File: src/rtl/instr_pkg.sv
// Shared RV32I encoding definitions: instruction formats, major opcodes and
// the load-controller state encoding.
package instr_pkg;

  typedef enum logic [2:0] {
    FMT_R = 3'd0,
    FMT_I = 3'd1,
    FMT_S = 3'd2,
    FMT_B = 3'd3,
    FMT_U = 3'd4,
    FMT_J = 3'd5
  } fmt_e;

  // Major opcodes, instr[6:2]; bits [1:0] are always 2'b11 in RV32I.
  localparam logic [4:0] OP_LOAD     = 5'b00000;
  localparam logic [4:0] OP_MISC_MEM = 5'b00011;
  localparam logic [4:0] OP_IMM      = 5'b00100;
  localparam logic [4:0] OP_AUIPC    = 5'b00101;
  localparam logic [4:0] OP_STORE    = 5'b01000;
  localparam logic [4:0] OP_OP       = 5'b01100;
  localparam logic [4:0] OP_LUI      = 5'b01101;
  localparam logic [4:0] OP_BRANCH   = 5'b11000;
  localparam logic [4:0] OP_JALR     = 5'b11001;
  localparam logic [4:0] OP_JAL      = 5'b11011;
  localparam logic [4:0] OP_SYSTEM   = 5'b11100;

  typedef enum logic [1:0] {
    ST_IDLE = 2'd0,
    ST_LOAD = 2'd1,
    ST_FULL = 2'd2
  } state_e;

  // True when v is representable as a two's-complement number of 'bits' bits.
  function automatic logic fits_signed(input logic [31:0] v, input int unsigned bits);
    logic [31:0] hi;
    hi = $signed(v) >>> (bits - 1);
    return (hi == '0) || (hi == '1);
  endfunction

endpackage

File: src/rtl/instr_encoder_if.sv
// Host tuple handshake plus instruction-memory write port of the encoder.
interface instr_encoder_if #(
  parameter int ADDR_WIDTH = 8
);
  logic                  in_valid;
  logic                  in_ready;
  logic [2:0]            in_fmt;
  logic [4:0]            in_opcode;
  logic [2:0]            in_funct3;
  logic [6:0]            in_funct7;
  logic [4:0]            in_rd;
  logic [4:0]            in_rs1;
  logic [4:0]            in_rs2;
  logic [31:0]           in_imm;
  logic                  mem_we;
  logic                  mem_ack;
  logic [ADDR_WIDTH-1:0] mem_addr;
  logic [31:0]           mem_wdata;

  modport master (
    output in_valid, in_fmt, in_opcode, in_funct3, in_funct7,
           in_rd, in_rs1, in_rs2, in_imm, mem_ack,
    input  in_ready, mem_we, mem_addr, mem_wdata
  );

  modport slave (
    input  in_valid, in_fmt, in_opcode, in_funct3, in_funct7,
           in_rd, in_rs1, in_rs2, in_imm, mem_ack,
    output in_ready, mem_we, mem_addr, mem_wdata
  );
endinterface

File: src/rtl/instr_pack.sv
// Combinational RV32I field packer: decoded fields -> 32-bit word, flagging
// immediates the selected format cannot represent (or an unknown format).
module instr_pack
  import instr_pkg::*;
(
  input  logic [2:0]  fmt,
  input  logic [4:0]  opcode,
  input  logic [2:0]  funct3,
  input  logic [6:0]  funct7,
  input  logic [4:0]  rd,
  input  logic [4:0]  rs1,
  input  logic [4:0]  rs2,
  input  logic [31:0] imm,
  output logic [31:0] word,
  output logic        imm_err
);

  logic [6:0] lo;
  logic       is_shift;

  assign lo       = {opcode, 2'b11};
  // slli/srli/srai carry funct7 in the upper bits and a 5-bit shamt.
  assign is_shift = (opcode == OP_IMM) && (funct3[1:0] == 2'b01);

  always_comb begin
    word    = '0;
    imm_err = 1'b0;
    case (fmt)
      FMT_R: word = {funct7, rs2, rs1, funct3, rd, lo};
      FMT_I: begin
        if (is_shift) begin
          word    = {funct7, imm[4:0], rs1, funct3, rd, lo};
          imm_err = |imm[31:5];
        end else begin
          word    = {imm[11:0], rs1, funct3, rd, lo};
          imm_err = !fits_signed(imm, 12);
        end
      end
      FMT_S: begin
        word    = {imm[11:5], rs2, rs1, funct3, imm[4:0], lo};
        imm_err = !fits_signed(imm, 12);
      end
      FMT_B: begin
        word    = {imm[12], imm[10:5], rs2, rs1, funct3, imm[4:1], imm[11], lo};
        imm_err = imm[0] || !fits_signed(imm, 13);
      end
      FMT_U: begin
        word    = {imm[31:12], rd, lo};
        imm_err = |imm[11:0];
      end
      FMT_J: begin
        word    = {imm[20], imm[10:1], imm[11], imm[19:12], rd, lo};
        imm_err = imm[0] || !fits_signed(imm, 21);
      end
      default: imm_err = 1'b1;
    endcase
  end

endmodule

File: src/rtl/instr_encoder.sv
// Program-load path: accepts field tuples, packs them and writes the words to
// consecutive instruction-memory addresses starting at BASE_ADDR.
module instr_encoder
  import instr_pkg::*;
#(
  parameter int ADDR_WIDTH = 8,
  parameter int BASE_ADDR  = 0
) (
  input  logic                  clk,
  input  logic                  rst,
  input  logic                  start,
  instr_encoder_if.slave        bus,
  output logic [ADDR_WIDTH:0]   count,
  output logic                  busy,
  output logic                  full,
  output logic                  err_imm
);

  localparam logic [ADDR_WIDTH-1:0] FIRST_ADDR = ADDR_WIDTH'(BASE_ADDR);
  localparam logic [ADDR_WIDTH-1:0] LAST_ADDR  = ADDR_WIDTH'(BASE_ADDR - 1);

  state_e                state_q, state_d;
  logic [ADDR_WIDTH-1:0] addr_q;
  logic [ADDR_WIDTH:0]   count_q;
  logic                  we_q;
  logic [31:0]           wdata_q;
  logic                  err_q;
  logic [31:0]           word;
  logic                  imm_err;
  logic                  write_done;
  logic                  last_done;
  logic                  accept;

  instr_pack u_pack (
    .fmt     (bus.in_fmt),
    .opcode  (bus.in_opcode),
    .funct3  (bus.in_funct3),
    .funct7  (bus.in_funct7),
    .rd      (bus.in_rd),
    .rs1     (bus.in_rs1),
    .rs2     (bus.in_rs2),
    .imm     (bus.in_imm),
    .word    (word),
    .imm_err (imm_err)
  );

  assign write_done = we_q && bus.mem_ack;
  assign last_done  = write_done && (addr_q == LAST_ADDR);

  // The slot frees as the pending write is acked, except on the final ack:
  // the next state is FULL, so nothing more may be taken.
  assign bus.in_ready = (state_q == ST_LOAD) && !start &&
                        (!we_q || (bus.mem_ack && (addr_q != LAST_ADDR)));
  assign accept = bus.in_valid && bus.in_ready;

  always_ff @(posedge clk or posedge rst) begin
    if (rst) state_q <= ST_IDLE;
    else     state_q <= state_d;
  end

  always_comb begin
    state_d = state_q;
    if (start)                                   state_d = ST_LOAD;
    else if ((state_q == ST_LOAD) && last_done)  state_d = ST_FULL;
  end

  always_ff @(posedge clk or posedge rst) begin
    if (rst) begin
      addr_q  <= FIRST_ADDR;
      count_q <= '0;
      we_q    <= 1'b0;
      wdata_q <= '0;
      err_q   <= 1'b0;
    end else if (start) begin
      addr_q  <= FIRST_ADDR;
      count_q <= '0;
      we_q    <= 1'b0;
      err_q   <= 1'b0;
    end else begin
      if (write_done) begin
        addr_q  <= addr_q + ADDR_WIDTH'(1);
        count_q <= count_q + (ADDR_WIDTH + 1)'(1);
        we_q    <= 1'b0;
      end
      // A rejected tuple still completes its handshake but never reaches memory.
      if (accept) begin
        if (imm_err) begin
          err_q <= 1'b1;
        end else begin
          we_q    <= 1'b1;
          wdata_q <= word;
        end
      end
    end
  end

  assign bus.mem_we    = we_q;
  assign bus.mem_addr  = addr_q;
  assign bus.mem_wdata = wdata_q;
  assign count         = count_q;
  assign busy          = (state_q == ST_LOAD);
  assign full          = (state_q == ST_FULL);
  assign err_imm       = err_q;

endmodule

File: src/flat_wrapper.sv
// flat-port wrapper written by rule: the top's interface ports become plain ports
module instr_encoder_flat import instr_pkg::*;
#(
  parameter int ADDR_WIDTH = 8,
  parameter int BASE_ADDR  = 0
)
  (clk, rst, start, count, busy, full, err_imm, bus_in_valid, bus_in_fmt, bus_in_opcode, bus_in_funct3, bus_in_funct7, bus_in_rd, bus_in_rs1, bus_in_rs2, bus_in_imm, bus_mem_ack, bus_in_ready, bus_mem_we, bus_mem_addr, bus_mem_wdata);
  instr_encoder_if #(.ADDR_WIDTH(ADDR_WIDTH)) bus_i ();
  input  logic clk;
  input  logic rst;
  input  logic start;
  output logic [ADDR_WIDTH:0] count;
  output logic busy;
  output logic full;
  output logic err_imm;
  input wire logic [$bits(bus_i.in_valid)-1:0] bus_in_valid;
  input wire logic [$bits(bus_i.in_fmt)-1:0] bus_in_fmt;
  input wire logic [$bits(bus_i.in_opcode)-1:0] bus_in_opcode;
  input wire logic [$bits(bus_i.in_funct3)-1:0] bus_in_funct3;
  input wire logic [$bits(bus_i.in_funct7)-1:0] bus_in_funct7;
  input wire logic [$bits(bus_i.in_rd)-1:0] bus_in_rd;
  input wire logic [$bits(bus_i.in_rs1)-1:0] bus_in_rs1;
  input wire logic [$bits(bus_i.in_rs2)-1:0] bus_in_rs2;
  input wire logic [$bits(bus_i.in_imm)-1:0] bus_in_imm;
  input wire logic [$bits(bus_i.mem_ack)-1:0] bus_mem_ack;
  output wire logic [$bits(bus_i.in_ready)-1:0] bus_in_ready;
  output wire logic [$bits(bus_i.mem_we)-1:0] bus_mem_we;
  output wire logic [$bits(bus_i.mem_addr)-1:0] bus_mem_addr;
  output wire logic [$bits(bus_i.mem_wdata)-1:0] bus_mem_wdata;
  assign bus_i.in_valid = bus_in_valid;
  assign bus_i.in_fmt = bus_in_fmt;
  assign bus_i.in_opcode = bus_in_opcode;
  assign bus_i.in_funct3 = bus_in_funct3;
  assign bus_i.in_funct7 = bus_in_funct7;
  assign bus_i.in_rd = bus_in_rd;
  assign bus_i.in_rs1 = bus_in_rs1;
  assign bus_i.in_rs2 = bus_in_rs2;
  assign bus_i.in_imm = bus_in_imm;
  assign bus_i.mem_ack = bus_mem_ack;
  assign bus_in_ready = bus_i.in_ready;
  assign bus_mem_we = bus_i.mem_we;
  assign bus_mem_addr = bus_i.mem_addr;
  assign bus_mem_wdata = bus_i.mem_wdata;
  instr_encoder #(.ADDR_WIDTH(ADDR_WIDTH), .BASE_ADDR(BASE_ADDR)) u_core (.clk(clk), .rst(rst), .start(start), .bus(bus_i), .count(count), .busy(busy), .full(full), .err_imm(err_imm));
endmodule
File: config.mk
export PLATFORM = sky130hd
export DESIGN_NAME = instr_encoder_flat
export DESIGN_NICKNAME = d
export VERILOG_FILES = /design/src/rtl/instr_pkg.sv /design/src/rtl/instr_encoder_if.sv /design/src/rtl/instr_pack.sv /design/src/rtl/instr_encoder.sv /design/src/flat_wrapper.sv
export SDC_FILE = /design/constraint.sdc
export NUM_CORES = 1
export LEC_CHECK = 0
export CAP_MARGIN = 40
export CORE_UTILIZATION = 25
export CTS_CLUSTER_DIAMETER = 30
export DETAILED_ROUTE_END_ITERATION = 6
export PLACE_DENSITY = 0.61
export SLEW_MARGIN = 20
export SYNTH_ARGS = -nofsm -noshare
export SYNTH_HDL_FRONTEND = slang
export SYNTH_SLANG_ARGS = --single-unit
File: constraint.sdc
create_clock -name clk -period 5.6 [get_ports clk]
set_input_delay 1.12 -clock clk [delete_from_list [all_inputs] [get_ports clk]]
set_output_delay 1.12 -clock clk [all_outputs]
set_load 0.02 [all_outputs]
---- Word level (Yosys, flattened, before mapping) ----
Cells that the tools add are included.
word-level totals
  register bits ........................... 53
  bits in latches ......................... 0
  bits in writable memories ............... 0
  ROM bits ................................ 0
  input bits .............................. 70
  output and inout bits ................... 54
  word-level logic and storage cells ...... 72
  memories kept ........................... 0
cells by class
  add/sub/neg operators ................... 2
  $mul .................................... 0
  divide/modulo/power cells ............... 0
  $lt $le $gt $ge ......................... 0
  equality and inequality tests ........... 14
  shift-type cells ........................ 0
  multiplexer cells ....................... 17
  bitwise gates (word level) .............. 2
  reduce and logical (&&, ||, !) cells .... 31
operators by type and width
  cell                    count
  $pmux W32 S6            1
  $eq A32 B32 Y1 const B  3
  $logic_not A32 Y1       3
  $mux W32                1
  $reduce_or A27 Y1       1
  $mux W9                 2
  $mux W8                 2
  $reduce_or A12 Y1       1
  $add A9 B1 Y9 const B   1
  $add A8 B1 Y8 const B   1
  $eq A8 B8 Y1 const B    1
  $logic_and A1 B1 Y1     8
  $mux W1                 8
  $ne A8 B8 Y1 const B    1
  $reduce_bool A2 Y1      4
  $eq A3 B2 Y1 const B    2
  $eq A3 B3 Y1 const B    2
  $logic_or A1 B1 Y1      6
  $pmux W1 S6             1
  $eq A5 B3 Y1 const B    1
  $logic_not A1 Y1        5
  $eq A2 B1 Y1 const B    2
  $mux W2                 2
  $eq A3 B1 Y1 const B    1
  other kinds (5)         6

---- Logic depth before layout (Yosys ltp) ----
  depth after elaboration ................. 8
  mapped depth ............................ 8
  depth with buffers taken out ............ 7

---- By module ----
A second synthesis with hierarchy kept.
second synthesis, totals
  cell total of the unflattened synthesis .. 286
  area, all modules ....................... 2,967.8 µm²
modules (own cells, without submodules)
  module         times used  cells an instance  area each (µm²)  seq. area each (µm²)
  instr_encoder  1           175                2,237.1          1,326.3
  instr_pack     1           111                730.7            0.0

---- Least setup slack after synthesis ----
Ideal clock, no wire load.
  path type ............................... input -> register
  start point ............................. in bus_in_imm[5]
  end point ............................... reg u_core.wdata_q[10] (netlist: u_core.bus.mem_wdata[10])
  library setup time ...................... 0.125 ns
  arrival ................................. 3.127 ns
  data required time ...................... 5.475 ns
  setup slack ............................. 2.348 ns
  stages on the path ...................... 7
  path buffers ............................ 1
  path through ............................ or4_1 or4_1 o2bb2ai_1 nor3_2 nand4b_2 buf_6 mux2_4
between the ends
  longest elaborated chain between the ends .. 5
  elaborated cells between the ends (all ways) .. 6
  classes of those cells .................. 2 x mux; 1 x bitwise; 3 x reduce/logical
ends and longest elaborated chain
  what                           line                 text
  start: declaration             flat_wrapper.sv:24   input wire logic [$bits(bus_i.in_imm)-1:0] bus_in_imm;
  $reduce_or A27 Y1              instr_pack.sv:33     imm_err = |imm[31:5];
  $mux W1                        instr_pack.sv:31     if (is_shift) begin
  $pmux W1 S6 *                  instr_pack.sv:28     case (fmt)
  $not A1 Y1 (no line) *         --
  $reduce_and A3 Y1 (no line) *  --
  end signal: assignment         instr_encoder.sv:91  wdata_q <= word;
  end: declaration               instr_encoder.sv:26  logic [31:0] wdata_q;
Every way passes the cells marked *; elsewhere a longest branch is shown, timed or not.
A chain may end at the register's enable or synchronous reset.

---- Worst setup path in the final report ----
  start point ............................. in bus_in_fmt[2]
  end point ............................... reg u_core.wdata_q[20] (netlist: u_core.bus.mem_wdata[20])
between the ends
  longest elaborated chain between the ends .. 4
  elaborated cells between the ends (all ways) .. 10
  classes of those cells .................. 5 x eq/ne; 2 x mux; 1 x bitwise; 2 x reduce/logical
ends and longest elaborated chain
  what                                  line                text
  start: declaration                    flat_wrapper.sv:17  input wire logic [$bits(bus_i.in_fmt)-1:0] bus_in_fmt;
  $eq A3 B3 Y1 (tied with other cells)  instr_pack.sv:28
  $pmux W1 S6                           instr_pack.sv:28
  $not A1 Y1 (no line)                  --
  $reduce_and A3 Y1 (no line)           --
Several ways; a longest one is shown, not always the timed one.

==> impl_metrics.csv <==
group,metric,value,unit
run_status,outcome,"completed",
die,core-area,11100,µm²
detailed_routing,viasPerCell,4.82,
worst_setup_path,rr_worst_depth,8,
timing,fin_crit_sh,73.3,%
timing,relSlewSlack,45.4,%
die,rows,38,
die,dieHeight,110,µm
worst_hold_path,hold_path_class,"flip-flop to flip-flop",
die,start_util,26.1,%
worst_setup_path,cp.arrival,4280,ps
power,internal-power,890,µW
cts,clockRootBuffer,"clkbuf_16",
logic_synthesis,ys_ff_latch,52,
global_route,grt_usage,14.4,%
detailed_routing,wl_per_cell,15.5,µm
timing,tns,0,ps
logic_synthesis,yosysTopAreaCell,"dfrtp_1",
logic_synthesis,synth-xor-area-share,3.33,%
timing,fmax,0.244,GHz
cts,tritoncts,"yes",
detailed_routing,totalWireLength,8410,µm
power,p_leak,1.90,nW
layout,syn2layout_area_growth,52.6,%
layout,antenna_cells,0,
cts,cts_hold_buf,0,
logic_synthesis,synthMuxAreaShare,16.0,%
power,ir_drop,0.118,mV
cts,clock-sinks,52,
worst_hold_path,hp-start,"u_core.bus.mem_wdata[13]",
detailed_routing,dr.max_layer_used,"met4",
detailed_routing,vias,2608,
power,comb_power_share,36.5,%
logic_synthesis,synth_top_family_by_area,"simple AND/OR/NAND/NOR gates",
global_route,antenna_found_initial,0,
logic_synthesis,yosysTopAreaCellShare,45.0,%
timing,hold_viol,0,
logic_synthesis,netlist_top_cells_count,"dfrtp_1, nand2_1, nor2_1",
global_route,grt_pass1_vias,2622,
detailed_routing,wl_met1,3880,µm
power,p_sw_share,30.4,%
cts,cts.reportedPaths.clkPinSlew,70,ps
die,die_area,12000,µm²
die,pin_count,124,
global_route,grt-ovfl-total,0,
logic_synthesis,syn-num-nets,350,
power,clkPwrFrac,24.9,%
global_route,grt_max_degree,53,
cts,cts_htree_levels,2,
logic_synthesis,synth_cell_types,43,
logic_synthesis,async_flop_share,100,%
place,port_buffers,123,
logic_synthesis,synthFlopType,"dfrtp_1",
worst_setup_path,worstSetupEndpointType,"flip-flop",
power,power_density,290,nW/µm²
job,drv_cap,0,
worst_setup_path,rr_endpoint,"u_core.bus.mem_wdata[20]",
detailed_routing,first_pass_iters,4,
worst_setup_path,cp-start-kind,"input port",
logic_synthesis,synth-compound-area-share,12.6,%
layout,utilization,39.8,%
timing,slew_violations,0,
cts,clockBufferDepth,2,
place,dpl.hpwl,6380,µm
timing,fin_skew,4.88,ps
logic_synthesis,ys_seq_area_share,45.0,%
cts,post_cts_buffers,0,
layout,layout-drive-gt1-share,9.73,%
logic_synthesis,yosys.area_share.simple,17.8,%
logic_synthesis,syn_area,2890,µm²
timing,period_needed,4110,ps
global_route,grt_first_pass_wirelength,13200,µm
die,die_x,110,µm
detailed_routing,routed-wl-met2,3860,µm
timing,setup-violations-final,0,
worst_setup_path,worst-path-max-fanout,19,
worst_setup_path,r2r_start,"u_core.bus.mem_addr[0]",
logic_synthesis,synth_cells,278,
cts,numCtsBuffers,5,
logic_synthesis,synth.area.top_cells,"dfrtp_1, mux2_4, mux2i_1, nand2_1, nor2_1",
logic_synthesis,synth_adder_area_share,0.865,%
worst_setup_path,worstSetupPathType,"input port to flip-flop",
cts,clk_latency,290,ps
layout,nets,472,
detailed_routing,drt_iter0_drc,159,
worst_hold_path,hold_depth,1,
worst_hold_path,worst_hold_path.endpoint,"u_core.bus.mem_wdata[13]",
detailed_routing,post-route-drc-count,0,
power,power.switching,389,µW
timing,tightest_slew,812,ps
cts,post_cts_resized,0,
logic_synthesis,yosys_warnings,0,
logic_synthesis,yosysMostFrequentCell,"dfrtp_1",
timing,rsz0062_at_grt,"no",
worst_setup_path,ff2ff_setup_slack,2950,ps
worst_setup_path,critPathLaunch,"bus_in_fmt[2]",
logic_synthesis,synth_edf_count,0,
logic_synthesis,syn_avg_cell_area,10.4,µm²
power,seqPwrFrac,38.7,%
detailed_routing,ant_nets,0,
detailed_routing,met3_length,575,µm
place,finalWeightedCongestion,0.828,
worst_setup_path,required,5780,ps
## placed cells by master, fill, tap and decap left out, drive strengths merged, types with 3 or more instances in the layout
master / count
a22oi: 4
nor2: 23
clkbuf: 8
nand4: 11
a22o: 8
nand2: 25
nor4: 5
nor2b: 4
a222oi: 7
or4: 3
o21ai: 15
mux2: 25
clkdlybuf4s50: 123
or3: 5
mux2i: 10
dfrtp: 52
buf: 3
nand2b: 4
a21oi: 7
nor3: 7
inv: 15
xor2: 9
and3: 5
## power by group through the flow
stage | Clock [mW] | Sequential (mW) | Combinational (mW)
2_1_floorplan | 0 | 0.584 | 0.144
3_3_place_gp | 0 | 0.502 | 0.463
3_5_place_dp | 0 | 0.498 | 0.469
4_1_cts | 0.328 | 0.496 | 0.469
5_1_grt | 0.346 | 0.506 | 0.496
6_report | 0.319 | 0.495 | 0.467
## routing by layer
metal | vias to the layer above | track usage, %
met5 | - | 0
met4 | 0 | 3.81
met3 | 9 | 3.26
met2 | 83 | 23.2
met1 | 1252 | 19.2
li1 | 1264 | -
## metrics by stage
stage / hold slack, ps / cells / area, µm² / setup WS (ps) / power, mW
2_1_floorplan: 498 / 278 / 2890 / 2350 / 0.728
3_5_place_dp: 496 / 530 / 4240 / 1150 / 0.968
3_3_place_gp: 495 / 530 / 4240 / 1190 / 0.964
5_1_grt: 535 / 541 / 4410 / 1240 / 1.35
4_1_cts: 518 / 538 / 4390 / 1400 / 1.29
6_report: 513 / 541 / 4410 / 1490 / 1.28
## critical path, cell delays in order
cell             delay (ps)
clkdlybuf4s50_1         720
inv_1                   330
nor3_1                  700
o2bb2ai_1               210
nor3_2                   70
nand4b_2                360
buf_4                   420
mux2_4                  340
## worst max-delay path by stage
stage	endpoint	slack [ps]
after floorplan	u_core.bus.mem_wdata[10]	2350
after global placement	u_core.bus.mem_wdata[5]	1190
after detailed placement	u_core.bus.mem_wdata[8]	1150
after CTS	bus_in_ready	1400
after global routing	u_core.bus.mem_wdata[20]	1240
final	u_core.bus.mem_wdata[20]	1490
## registers in the layout, indices dropped and copies added (netlist names)
name                  cells
u_core.bus.mem_wdata     31
u_core.count              9
u_core.bus.mem_addr       8
u_core.state_q            2
u_core.bus.mem_we         1
u_core.err_imm            1
## final cells by class
cell class | instances | area [µm²]
clock buffers | 7 | 143
clock inverters | 1 | 7.51
fillers | 1100 | 6670
inverters | 15 | 58.8
multi-input cells | 199 | 1460
flip-flops and latches | 52 | 1300
well taps | 140 | 175
repair buffers | 127 | 1260
## cells by family after synthesis
family                     after synthesis
xor gates and xnor gates                11
buffers and inverters                   27
adders and majority gates                2
muxes                                   35
DFF                                     52
AOI/OAI and AO/OA                       52
and+or+nand+nor                         99
(Power assumes the default switching activity.)
